`src/rtl/adff_pipe_bank_pkg.sv`:
```
// Shared types and helpers for the async-reset pipeline bank.
// Defaults here seed the top-level parameters.
package adff_pipe_pkg;

  localparam int LANE_W    = 8;
  localparam int NCH_D     = 4;
  localparam int DEPTH_D   = 3;
  localparam int REL_CYC_D = 2;

  // Enough bits to count 0..n inclusive, never less than one.
  function automatic int rel_cw(input int n);
    return (n < 1) ? 1 : $clog2(n + 1);
  endfunction

  localparam int REL_CW = rel_cw(REL_CYC_D);

  typedef struct packed {
    logic [LANE_W-1:0] bits;
  } lane_t;

  function automatic lane_t lane_mask(input lane_t data, input logic en, input lane_t rst_val);
    return en ? data : rst_val;
  endfunction

endpackage

```
`src/rtl/adff_pipe_bank_if.sv`:
```
// Producer/consumer bus of the pipeline bank.
// Both handshakes: a beat moves on a rising clk edge where valid && ready; valid never waits on ready.
interface adff_pipe_bank_if #(
  parameter int WIDTH = 8,
  parameter int NCH   = 4
);
  logic                   in_valid;
  logic                   in_ready;
  logic [NCH*WIDTH-1:0]   in_data;
  logic [NCH-1:0]         in_lane_en;
  logic                   out_valid;
  logic                   out_ready;
  logic [NCH*WIDTH-1:0]   out_data;

  modport master (
    output in_valid, in_data, in_lane_en, out_ready,
    input  in_ready, out_valid, out_data
  );

  modport slave (
    input  in_valid, in_data, in_lane_en, out_ready,
    output in_ready, out_valid, out_data
  );
endinterface

```
`src/rtl/adff_pipe_bank_stage.sv`:
```
// One pipeline stage: valid bit plus NCH lanes of data, async reset and sync flush to RST_VAL.
module adff_pipe_stage #(
  parameter int               WIDTH   = 8,
  parameter int               NCH     = 4,
  parameter logic [WIDTH-1:0] RST_VAL = '0
) (
  input  logic                 clk,
  input  logic                 rst_n,
  input  logic                 flush,
  input  logic                 load,
  input  logic                 d_valid,
  input  logic [NCH*WIDTH-1:0] d_data,
  output logic                 q_valid,
  output logic [NCH*WIDTH-1:0] q_data
);

  localparam logic [NCH*WIDTH-1:0] CLR_DATA = {NCH{RST_VAL}};

  always_ff @(posedge clk or negedge rst_n) begin
    if (!rst_n) begin
      q_valid <= 1'b0;
      q_data  <= CLR_DATA;
    end else if (flush) begin
      q_valid <= 1'b0;
      q_data  <= CLR_DATA;
    end else if (load) begin
      q_valid <= d_valid;
      q_data  <= d_data;
    end
  end

endmodule

```
`src/rtl/adff_pipe_bank.sv`:
```
// Multi-lane elastic register pipe: DEPTH stages, per-lane capture mask, flush,
// and a guard holding in_ready low for REL_CYC cycles after reset release.
module adff_pipe_bank
  import adff_pipe_pkg::*;
#(
  parameter int               WIDTH   = LANE_W,
  parameter int               NCH     = NCH_D,
  parameter int               DEPTH   = DEPTH_D,
  parameter logic [WIDTH-1:0] RST_VAL = '0,
  parameter int               REL_CYC = REL_CYC_D
) (
  input  logic             clk,
  input  logic             rst_n,
  input  logic             flush,
  adff_pipe_bank_if.slave  bus
);

  localparam int BW = NCH * WIDTH;
  localparam int CW = (rel_cw(REL_CYC) > REL_CW) ? rel_cw(REL_CYC) : REL_CW;

  logic [CW-1:0]             rel_cnt;
  logic                      released;
  logic [DEPTH-1:0]          st_valid;
  logic [DEPTH-1:0]          load;
  logic [DEPTH-1:0][BW-1:0]  st_data;
  logic [BW-1:0]             masked;
  logic                      accept;

  // Saturates at REL_CYC; only rst_n re-arms it.
  assign released = (rel_cnt == CW'(REL_CYC));

  always_ff @(posedge clk or negedge rst_n) begin
    if (!rst_n) begin
      rel_cnt <= '0;
    end else if (!released) begin
      rel_cnt <= rel_cnt + 1'b1;
    end
  end

  // Ready ripples from the consumer back to the input with no skid buffering.
  always_comb begin : ready_chain
    logic rdy;
    rdy  = bus.out_ready;
    load = '0;
    for (int k = DEPTH - 1; k >= 0; k--) begin
      load[k] = !st_valid[k] || rdy;
      rdy     = load[k];
    end
  end

  assign bus.in_ready = released && load[0];
  assign accept       = bus.in_valid && bus.in_ready;

  for (genvar i = 0; i < NCH; i++) begin : g_lane
    if (WIDTH == LANE_W) begin : g_pkg
      assign masked[i*WIDTH +: WIDTH] =
        lane_mask(lane_t'(bus.in_data[i*WIDTH +: WIDTH]), bus.in_lane_en[i], lane_t'(RST_VAL));
    end else begin : g_gen
      assign masked[i*WIDTH +: WIDTH] = bus.in_lane_en[i] ? bus.in_data[i*WIDTH +: WIDTH] : RST_VAL;
    end
  end

  for (genvar k = 0; k < DEPTH; k++) begin : g_stage
    logic          d_valid;
    logic [BW-1:0] d_data;

    if (k == 0) begin : g_head
      assign d_valid = accept;
      assign d_data  = masked;
    end else begin : g_body
      assign d_valid = st_valid[k-1];
      assign d_data  = st_data[k-1];
    end

    adff_pipe_stage #(
      .WIDTH   (WIDTH),
      .NCH     (NCH),
      .RST_VAL (RST_VAL)
    ) u_stage (
      .clk     (clk),
      .rst_n   (rst_n),
      .flush   (flush),
      .load    (load[k]),
      .d_valid (d_valid),
      .d_data  (d_data),
      .q_valid (st_valid[k]),
      .q_data  (st_data[k])
    );
  end

  assign bus.out_valid = st_valid[DEPTH-1];
  assign bus.out_data  = st_data[DEPTH-1];

endmodule

```
`src/flat_wrapper.sv`:
```
// flat-port wrapper written by rule: the top's interface ports become plain ports
module adff_pipe_bank_flat import adff_pipe_pkg::*;
#(
  parameter int               WIDTH   = LANE_W,
  parameter int               NCH     = NCH_D,
  parameter int               DEPTH   = DEPTH_D,
  parameter logic [WIDTH-1:0] RST_VAL = '0,
  parameter int               REL_CYC = REL_CYC_D
)
  (clk, rst_n, flush, bus_in_valid, bus_in_data, bus_in_lane_en, bus_out_ready, bus_in_ready, bus_out_valid, bus_out_data);
  adff_pipe_bank_if #(.WIDTH(WIDTH), .NCH(NCH)) bus_i ();
  input  logic clk;
  input  logic rst_n;
  input  logic flush;
  input wire logic [$bits(bus_i.in_valid)-1:0] bus_in_valid;
  input wire logic [$bits(bus_i.in_data)-1:0] bus_in_data;
  input wire logic [$bits(bus_i.in_lane_en)-1:0] bus_in_lane_en;
  input wire logic [$bits(bus_i.out_ready)-1:0] bus_out_ready;
  output wire logic [$bits(bus_i.in_ready)-1:0] bus_in_ready;
  output wire logic [$bits(bus_i.out_valid)-1:0] bus_out_valid;
  output wire logic [$bits(bus_i.out_data)-1:0] bus_out_data;
  assign bus_i.in_valid = bus_in_valid;
  assign bus_i.in_data = bus_in_data;
  assign bus_i.in_lane_en = bus_in_lane_en;
  assign bus_i.out_ready = bus_out_ready;
  assign bus_in_ready = bus_i.in_ready;
  assign bus_out_valid = bus_i.out_valid;
  assign bus_out_data = bus_i.out_data;
  adff_pipe_bank #(.WIDTH(WIDTH), .NCH(NCH), .DEPTH(DEPTH), .RST_VAL(RST_VAL), .REL_CYC(REL_CYC)) u_core (.clk(clk), .rst_n(rst_n), .flush(flush), .bus(bus_i));
endmodule
```
`config.mk`:
```
export PLATFORM = sky130hd
export DESIGN_NAME = adff_pipe_bank_flat
export DESIGN_NICKNAME = d
export VERILOG_FILES = /design/src/rtl/adff_pipe_bank_pkg.sv /design/src/rtl/adff_pipe_bank_if.sv /design/src/rtl/adff_pipe_bank_stage.sv /design/src/rtl/adff_pipe_bank.sv /design/src/flat_wrapper.sv
export SDC_FILE = /design/constraint.sdc
export NUM_CORES = 1
export LEC_CHECK = 0
export CAP_MARGIN = 20
export CORE_ASPECT_RATIO = 1.5
export CORE_MARGIN = 2
export CORE_UTILIZATION = 25
export DETAILED_ROUTE_END_ITERATION = 8
export PLACE_DENSITY = 0.46
export SYNTH_ARGS = -nofsm -noshare
export SYNTH_HDL_FRONTEND = slang
export SYNTH_SLANG_ARGS = --single-unit
```
`constraint.sdc`:
```
create_clock -name clk -period 1.4 [get_ports clk]
set_clock_uncertainty 0.1 [all_clocks]
set_input_delay 0.21 -clock clk [delete_from_list [all_inputs] [get_ports clk]]
set_output_delay 0.21 -clock clk [all_outputs]
set_load 0.05 [all_outputs]
```
# --- Word-level counts from Yosys, hierarchy flattened ---
# Index checks and enable logic that the tools add are counted.
op_classes:
  n_addsub: 1
  n_eq_ne: 1
  n_mux: 16
  reduce_logical: 11
ops:
  columns: ["op", "count"]
  rows:
  - ["$mux W32", 6]
  - ["$mux W8", 4]
  - ["$mux W1", 6]
  - ["$reduce_bool A2 Y1", 3]
  - ["$logic_not A1 Y1", 3]
  - ["$logic_or A1 B1 Y1", 3]
  - ["$add A2 B1 Y2 const B", 1]
  - ["$eq A2 B2 Y1 const B", 1]
  - ["$logic_and A1 B1 Y1", 2]
totals:
  ff_bits: 101
  in_bits: 41
  word_cells: 36

# --- Logic depth before layout (Yosys ltp) ---
# Gate-level depths: netlist of the first run.
depth:
  ltp_word: 8
  ltp_mapped: 5
  depth_no_buf: 4

# --- By module ---
# Synthesis of the first run repeated with hierarchy kept, for this count alone.
hier_totals:
  hier_cells: 365
  area_unflattened_um2: 4438.0
modules_own_cells:
  columns: ["mod", "instances", "cells_each", "area_per_inst_um2", "seq_area_each_um2"]
  rows:
  - ["adff_pipe_stage", 3, 107, 1367.6, 825.8]
  - ["adff_pipe_bank", 1, 44, 335.3, 50.0]

# --- Worst setup path after synthesis of the first run ---
# No wires, ideal clock.
synth_timing:
  path_kind: "register to output"
  start: "register u_core.g_stage[2].u_stage.q_valid"
  end: "output port bus_in_ready"
  t_arrival_ps: 1463
  required_time_ps: 1090
  path_slack_ps: -373
  stages_incl_launch_ff: 4
  path_cell_list: "dfrtp_1 -> nand4b_2 -> buf_2 -> and2_1"
synth_between:
  elab_chain_len: 5
synth_lines:
  columns: ["item", "line", "text"]
  rows:
  - ["start: declaration", "adff_pipe_bank_stage.sv:13", "output logic q_valid,"]
  - ["start signal: assignment", "adff_pipe_bank_stage.sv:27", "q_valid <= d_valid;"]
  - ["$logic_not A1 Y1", "adff_pipe_bank.sv:46", "load[k] = !st_valid[k] || rdy;"]
  - ["$logic_or A1 B1 Y1 (3 in a row)", "adff_pipe_bank.sv:46", null]
  - ["$logic_and A1 B1 Y1", "adff_pipe_bank.sv:51", "assign bus.in_ready = released && load[0];"]
  - ["end: declaration", "flat_wrapper.sv:19", "output wire logic [$bits(bus_i.in_ready)-1:0] bus_in_ready;"]
# No other way between the ends.

# --- Worst setup path after layout of the first run ---
layout_timing:
  start: "register u_core.rel_cnt[0]"
  end: "output port bus_in_ready"
layout_between:
  elab_chain_len: 2
layout_lines:
  columns: ["item", "line", "text"]
  rows:
  - ["start: declaration", "adff_pipe_bank.sv:21", "logic [CW-1:0] rel_cnt;"]
  - ["start signal: assignment", "adff_pipe_bank.sv:36", "rel_cnt <= rel_cnt + 1'b1;"]
  - ["$eq A2 B2 Y1", "adff_pipe_bank.sv:30", "assign released = (rel_cnt == CW'(REL_CYC));"]
  - ["$logic_and A1 B1 Y1", "adff_pipe_bank.sv:51", null]
# No other way between the ends.

==> results.md, run 1 <==
* Number of global-route vias before repair at 3531
* DIE AREA at approximately 0.018 sq mm
* R2r endpoint: u_core.g_stage[0].u_stage.q_data[13]
* Least-Margin Pin Slew at 0.441 ns
* CP top delay family: flip-flops
* Net Sw Frac at a little under a quarter
* Endpoint class of the critical path: output port
* Status: finished with violations
* Combinational Power Share at 10.1%
* WP data required at about 1.1 ns
* Register area share after synthesis at between 60% and 70%
* CP max FO at 2
* Slew Limit Fails at 0
* # Max-Cap Violations at 0
* Clk_lat worst skew at around 0.34 ns
* Pwr per Cell Area at 920 mW/mm^2
* Most frequent cells in the layout: 108 x nand2_1, 100 x dfrtp_1, 50 x a21oi_2
* Setup Viol. Count Final at 51
* Wire per inst at around 17 um
* Detailed placement HPWL at between 7000 and 8000 um
* Fin cells at 740
* Max-slew headroom at 70.6%
* Leakage power at ~2.9 nW
* Layout Area Growth over Synthesis at 65.5%
* WP data arrival at 1.23 ns
* Root buffer cell: clkbuf_16
* Core outline area at approximately 0.016 sq mm
* Min-Delay Path Class: in -> async
* Cell Chain, Critical Path: inv_1 > ha_1 > and2_4 > buf_8
* Initial core utilization at 25.5%
* Share of layout cells above drive strength 1 at 36.9%
* FP Rows at 57
* Period utilization at 110%
* Pin count of the biggest net entering global routing at 66
* Via/cell ratio at 4.67
* RSZ-0062 raised after global routing: yes
* Clock group share of total power at about two fifths
* Buffers and inverters on the worst path at 2
* Top cell type's share of synthesized area at between 60% and 70%
* Cell count after synthesis at ~450
* CTS Buf Count at 9
* Psw at about 1.5 mW
* Final min period at about 1.5 ns
* Worst setup path end: bus_in_ready
* Synth top area cells: dfrtp_1 61%, nand2_1 12%, a21oi_1 12%
* Drt pass-1 iters at 4
* Crit Reg-Reg Startpoint: u_core.g_stage[1].u_stage.q_valid
* I/O pins at between 70 and 80
* Peak Freq at roughly 650 MHz
* Worst path slowest cell: dfrtp_1
* Clock sink count at around 100
* Max Root-Sink Buffers at 2
* Final hold viol count at 0
* GR Util All Layers at a little over an eighth
* Crit. Startpoint: u_core.rel_cnt[0]
* Register bit total from synthesis at about 100
* Violation count after the first detailed-route iteration at ~190
* Syn Std Cell Area at 0.00411 sq mm
* CP Depth at 4
* GRT overflow at 0
* Die width at approximately 110 um
* Violated checks: setup timing
* R2R cell count at 6
* Syn Area/Cell at ~9 sq um
* Power Internal at 4.76 mW
* CTS HTree Levels at 3
* Final total power at around 6.3 mW
* Max VDD drop at about 0.50 mV
* Commonest non-fill, non-tap cell in the layout: nand2_1
* Die height at approximately 160 um
* TritonCTS clock tree: built
* Detail Route Antenna Nets at 0
* Yosys warnings at 0
* Sequential Power Share at between 40% and 50%
* Vias after detailed routing at 3457
* Post-synth top area cell: dfrtp_1
* Reg clk slew, reported paths at ~0.07 ns
* First-pass GRT wire length at 18200 um
* Fin nets at about 570
* Final setup margin at -0.140 ns
* Distinct cells, synth at 20
* Routed wire length at approximately 12000 um
* CP Launch Type: flip-flop
* CP Class: reg -> out
* Initial antenna violation count at 0
* Fillcell total at approximately 1600
* DRC Markers at 0
* Worst reg-to-reg setup slack at -0.08 ns
* Syn nets at slightly below 500
* Critical Path Max Stage Delay at 0.38 ns
* Routability congestion estimate at 0.758
* Number of port buffers at between 70 and 80
* Dpl cells at around 710
* Antenna Diode Count at 0
==> layer usage <==
| layer | track usage [%] | vias to the layer above | routed length [um] |
|---|---|---|---|
| li1 | - | 1646 | - |
| met5 | 0 | - | 0 |
| met2 | 23.6 | 48 | 6650 |
| met4 | 5.07 | 0 | 182 |
| met3 | 1.69 | 12 | 280 |
| met1 | 16.7 | 1751 | 5100 |
==> through the flow <==
step / setup WS (ns) / instance area (sq um) / setup TNS, ns / hold WS [ns] / utilization, %
floorplan: 0.000982 / 4130 / 0 / -0.186 / -
global placement: -0.285 / 5550 / -21.75 / -0.00866 / 34.5
detailed placement: -0.326 / 5550 / -24.20 / -0.00288 / 34.5
CTS: -0.157 / 5930 / -0.285 / 0.173 / 36.8
global route: -0.175 / 6800 / -4.61 / 0.204 / 42.2
finish: -0.140 / 6800 / -2.19 / 0.174 / 42.2
==> cells by family after synthesis <==
logic type,Yosys count,share of synthesized area (%)
simple gates,204,21.2
flops,101,61.5
compound gates,98,11.9
buf+inv,40,4.81
xor+xnor,1,0.213
fa+ha+maj,1,0.304
==> worst min path at each step <==
stage	end	slack [ns]	cells past startpoint
after global routing	u_core.g_stage[2].u_stage.q_data[2]	0.20	2
after floorplan	u_core.g_stage[0].u_stage.q_data[0]	-0.19	0
after CTS	u_core.g_stage[2].u_stage.q_data[2]	0.17	2
final	u_core.g_stage[2].u_stage.q_data[2]	0.17	2
after global placement	u_core.g_stage[2].u_stage.q_data[2]	-0.009	1
after detailed placement	u_core.g_stage[2].u_stage.q_data[2]	-0.003	1
==> what timing repair did <==
action	CTS	global route
setup buffers	5	2
resized for setup	8	148
gates cloned	0	9
hold endpoints to repair	101	0
hold buffers	1	0
pin swaps	1	96
setup endpoints to repair	2	58
==> layout make-up <==
type,count,area (sq um),share of cell area [%]
well taps,206,258,3.79
clock inverters,3,43.8,0.644
clock buffers,13,260,3.83
multi-input cells,304,2050,30.2
repair buffers,112,1650,24.3
inverters,1,3.75,0.0552
flip-flops and latches,101,2530,37.2
==> flip-flops by register name, indices dropped and copies added, names as in the netlist <==
name	flops
u_core.g_stage.u_stage.q_data	96
u_core.g_stage.u_stage.q_valid	3
u_core.rel_cnt	2
==> cells in the mapped netlist <==
cell type,n
buf_6,2
xnor2_1,1
clkbuf_1,14
nand4b_2,1
inv_1,1
nand2b_1,1
buf_1,5
buf_2,14
nor2b_1,1
dfrtp_1,101
a21oi_1,97
nand2_1,130
and2_1,1
nand3_1,64
ha_1,1
nand3b_1,1
and3b_1,1
o21ai_0,1
nor2_1,4
buf_4,4
==> power groups by stage <==
stage	Combinational [mW]	Clock, mW	Sequential (mW)
final	0.635	2.55	3.07
after global routing	0.688	2.75	3.08
after CTS	0.581	2.63	3.05
after detailed placement	0.566	0	3.11
after global placement	0.560	0	3.10
after floorplan	0.169	0	3.14
==> worst reg2reg max path: cells and delay by family (launching register included) <==
| kind | cells | cell delay, ns |
|---|---|---|
| AOI/OAI and AO/OA | 1 | 0.14 |
| and+or+nand+nor | 2 | 0.31 |
| buffers and inverters | 3 | 0.45 |
| DFF | 1 | 0.41 |
No activity file was read; power rests on OpenSTA's default activity.
==> run 2: changes to the inputs <==
--- a/config.mk
+++ b/config.mk
@@ -9,8 +9,9 @@
 export CORE_ASPECT_RATIO = 1.5
 export CORE_MARGIN = 2
 export CORE_UTILIZATION = 25
+export CTS_BUF_LIST = sky130_fd_sc_hd__clkbuf_8
 export DETAILED_ROUTE_END_ITERATION = 8
-export PLACE_DENSITY = 0.46
 export SYNTH_ARGS = -nofsm -noshare
 export SYNTH_HDL_FRONTEND = slang
+export SYNTH_HIERARCHICAL = 1
 export SYNTH_SLANG_ARGS = --single-unit
==> results.md, run 2 <==
* Syn Std Cell Area at 0.00444 sq mm (was 0.00411 sq mm)
* Worst setup path end: bus_in_ready (unchanged)
* Most frequent cells in the layout: 100 x dfrtp_1, 99 x nor2_1, 97 x mux2i_1 (was 108 x nand2_1, 100 x dfrtp_1, 50 x a21oi_2)
* R2R cell count at 5 (was 6)
* Synth top area cells: dfrtp_1 57%, mux2i_1 22%, nor2_1 8.4% (was dfrtp_1 61%, nand2_1 12%, a21oi_1 12%)
* Worst path slowest cell: dfrtp_1 (unchanged)
* First-pass GRT wire length at 16900 um (was 18200 um)
* GR Util All Layers at 11.6% (was 13.5%)
* # Max-Cap Violations at 0 (unchanged)
* R2r endpoint: u_core/g_stage[2].u_stage/q_data[12] (was u_core.g_stage[0].u_stage.q_data[13])
* Max Root-Sink Buffers at 2 (unchanged)
* Violated checks: setup timing (unchanged)
* TritonCTS clock tree: built (unchanged)
* Core outline area at 0.0173 sq mm (was 0.0161 sq mm)
* Min-Delay Path Class: in -> reg (was in -> async)
* Routed wire length at 11200 um (was 12200 um)
* Register area share after synthesis at 56.9% (was 61.5%)
* Sequential Power Share at 56.4% (was 49.1%)
* Clock sink count at 101 (unchanged)
* RSZ-0062 raised after global routing: yes (unchanged)
* Combinational Power Share at 10.7% (was 10.1%)
* Buffers and inverters on the worst path at 1 (was 2)
* Drt pass-1 iters at 4 (unchanged)
* Peak Freq at 643 MHz (was 649 MHz)
* Pwr per Cell Area at 854 mW/mm^2 (was 920 mW/mm^2)
* Cell count after synthesis at 365 (was 445)
* Hold slack at 0.118 ns (was 0.174 ns)
* Initial core utilization at 25.6% (was 25.5%)
* Pin count of the biggest net entering global routing at 42 (was 66)
* Routability congestion estimate at 0.699 (was 0.758)
* Slew Limit Fails at 0 (unchanged)
* Reg clk slew, reported paths at 0.10 ns (was 0.07 ns)
* WP data arrival at 1.25 ns (was 1.23 ns)
* Max-slew headroom at 79.0% (was 70.6%)
* Psw at 1.39 mW (was 1.50 mW)
* Leakage power at 3.53 nW (was 2.90 nW)
* Antenna Diode Count at 0 (unchanged)
* CP top delay family: flip-flops (unchanged)
* WP data required at 1.09 ns (about the same)
* Commonest non-fill, non-tap cell in the layout: dfrtp_1 (was nand2_1)
* Main flop type after synthesis: dfrtp_1 (unchanged)
* Status: finished with violations (unchanged)
* FP Rows at 59 (was 57)
* Cell Chain, Critical Path: ha_4 > and2_4 > buf_8 (was inv_1 > ha_1 > and2_4 > buf_8)
* Max VDD drop at 0.366 mV (was 0.498 mV)
* CP Depth at 3 (was 4)
* Clk_lat worst skew at 0.37 ns (was 0.34 ns)
* DIE AREA at 0.0189 sq mm (was 0.0175 sq mm)
* Max FFs per register at 96 (unchanged)
* CP Launch Type: flip-flop (unchanged)
* GRT overflow at 0 (unchanged)
* Via/cell ratio at 4.26 (was 4.67)
* CP Class: reg -> out (unchanged)
* Post-synth top area cell: dfrtp_1 (unchanged)
* Endpoint class of the critical path: output port (unchanged)
* Final setup margin at -0.155 ns (was -0.140 ns)
* Critical Path Max Stage Delay at 0.43 ns (was 0.38 ns)
* CP max FO at 2 (unchanged)
* Worst reg-to-reg setup slack at -0.14 ns (was -0.08 ns)
* Number of port buffers at 74 (unchanged)
* Final hold viol count at 0 (unchanged)
* Post-layout util at 36.5% (was 42.2%)
* Detailed placement HPWL at 6450 um (was 7640 um)
* Count leader, synth: dfrtp_1 (was nand2_1)
* Power Internal at 4.02 mW (was 4.76 mW)
* Ys async rst share at 100% (unchanged)
* Layout Area Growth over Synthesis at 42.8% (was 65.5%)
* Yosys warnings at 6 (was 0)
* Root buffer cell: clkbuf_8 (was clkbuf_16)
* Post-synth EDFFs at 0 (unchanged)
* Register bit total from synthesis at 101 (unchanged)
* CTS HTree Levels at 3 (unchanged)
* Violation count after the first detailed-route iteration at 69 (was 189)
* I/O pins at 75 (unchanged)
* Share of layout cells above drive strength 1 at 20.2% (was 36.9%)
* Vias after detailed routing at 2895 (was 3457)
* Biggest register: u_core/g_stage.u_stage/q_data (was u_core.g_stage.u_stage.q_data)
* Die height at 167 um (was 161 um)
* Commonest cells in the synthesized netlist: 101 x dfrtp_1, 99 x mux2i_1, 99 x nor2_1 (was 130 x nand2_1, 101 x dfrtp_1, 97 x a21oi_1)
* Wire per inst at 16.4 um (was 16.5 um)
* Crit Reg-Reg Startpoint: u_core/g_stage[2].u_stage/q_valid (was u_core.g_stage[1].u_stage.q_valid)
* Top cell type's share of synthesized area at 56.9% (was 61.5%)
* Crit. Startpoint: u_core/rel_cnt[1] (was u_core.rel_cnt[0])
* Setup Viol. Count Final at 97 (was 51)
* Number of global-route vias before repair at 3111 (was 3531)
* Syn nets at 407 (was 487)
* Syn Area/Cell at 12.2 sq um (was 9.24 sq um)
* Least-Margin Pin Slew at 0.316 ns (was 0.441 ns)
* Final min period at 1.56 ns (was 1.54 ns)
* Fillcell total at 1650 (was 1602)
* Detail Route Antenna Nets at 0 (unchanged)
* Initial antenna violation count at 0 (unchanged)
* Setup TNS at -7.17 ns (was -2.19 ns)
* Distinct cells, synth at 17 (was 20)
* Net Sw Frac at 25.7% (was 23.9%)
* Period utilization at 111% (was 110%)
* Largest regs: u_core/g_stage.u_stage/q_data (96), u_core/g_stage.u_stage/q_valid (3), u_core/rel_cnt (2) (was u_core.g_stage.u_stage.q_data (96), u_core.g_stage.u_stage.q_valid (3), u_core.rel_cnt (2))
* Die width at 113 um (was 109 um)
* DRC Markers at 0 (unchanged)
* Clock group share of total power at 33.0% (was 40.8%)
* Fin nets at 503 (was 571)
* CTS Buf Count at 9 (unchanged)
==> run 2: changes by cell type after synthesis, moves of 3 or more <==
cell      previous run  this run
nand2_1            130         1
nand3_1             64         0
nor2_1               4        99
clkbuf_2             0         3
and2_1               1        33
clkbuf_1            14         9
buf_1                5         0
mux2i_1              0        99
buf_4                4         0
buf_12               0         9
buf_2               14         0
a21oi_1             97         0
==> run 2: repair_timing <==
item,in CTS,in global routing
pin swaps,2,6
hold endpoints to repair,101,0
hold buffers,1,0
setup buffers,9,3
gates cloned,5,7
endpoints found under the setup margin,36,81
resized for setup,16,7
==> run 2: worst min path at each step <==
stage,end,start,depth (start not counted)
4_1_cts,u_core/g_stage[1].u_stage/q_data[14],flush,2
5_1_grt,u_core/g_stage[2].u_stage/q_valid,flush,2
6_report,u_core/g_stage[1].u_stage/q_data[11],flush,2
2_1_floorplan,u_core/g_stage[0].u_stage/q_data[0],rst_n,0
3_5_place_dp,u_core/g_stage[2].u_stage/q_data[22],rst_n,1
3_3_place_gp,u_core/g_stage[2].u_stage/q_data[21],rst_n,1
==> run 2: per-layer routing <==
| metal | share of wire [%] | global-route usage [%] | vias to the layer above |
|---|---|---|---|
| met5 | 0 | 0 | - |
| met4 | 1.5 | 3.98 | 0 |
| met3 | 2.1 | 2.35 | 10 |
| met2 | 54 | 20.1 | 42 |
| met1 | 43 | 14.2 | 1458 |
| li1 | - | - | 1385 |
==> run 2: stage by stage <==
step / cells / total power [mW] / cell area (sq um) / setup WS (ns)
finish: 679 / 5.41 / 6340 / -0.155
global route: 679 / 5.69 / 6340 / -0.213
CTS: 670 / 5.49 / 6130 / -0.215
detailed placement: 639 / 3.66 / 5690 / -0.293
global placement: 639 / 3.65 / 5690 / -0.282
floorplan: 365 / 3.33 / 4440 / -0.101
==> run 2: final cells by class <==
class | count | area (sq um) | area share (%)
timing repair buffer | 109 | 1680 | 26.5
clock inverter | 6 | 52.6 | 0.829
multi-input combinational | 239 | 1670 | 26.4
tap | 213 | 267 | 4.21
inverter | 1 | 3.75 | 0.0592
clock buffer | 10 | 138 | 2.17
sequential | 101 | 2530 | 39.9
==> run 2: power by group through the flow <==
stage / Sequential [mW] / Clock (mW) / Combinational, mW
global route: 3.06 / 2.00 / 0.631
finish: 3.05 / 1.78 / 0.577
detailed placement: 3.11 / 0 / 0.555
global placement: 3.10 / 0 / 0.542
CTS: 3.05 / 1.86 / 0.580
floorplan: 3.14 / 0 / 0.190
==> run 2: cell families (layout without fill, tap and decap cells) <==
kind of cell | after synthesis | count (layout) | synth area share [%]
and+or+nand+nor | 137 | 137 | 14.1
AOI/OAI and AO/OA | 1 | 1 | 0.113
muxes | 99 | 99 | 22.3
xor gates and xnor gates | 1 | 1 | 0.197
adders and majority gates | 1 | 1 | 0.282
DFF | 101 | 101 | 56.9
buffers and inverters | 25 | 126 | 6.00
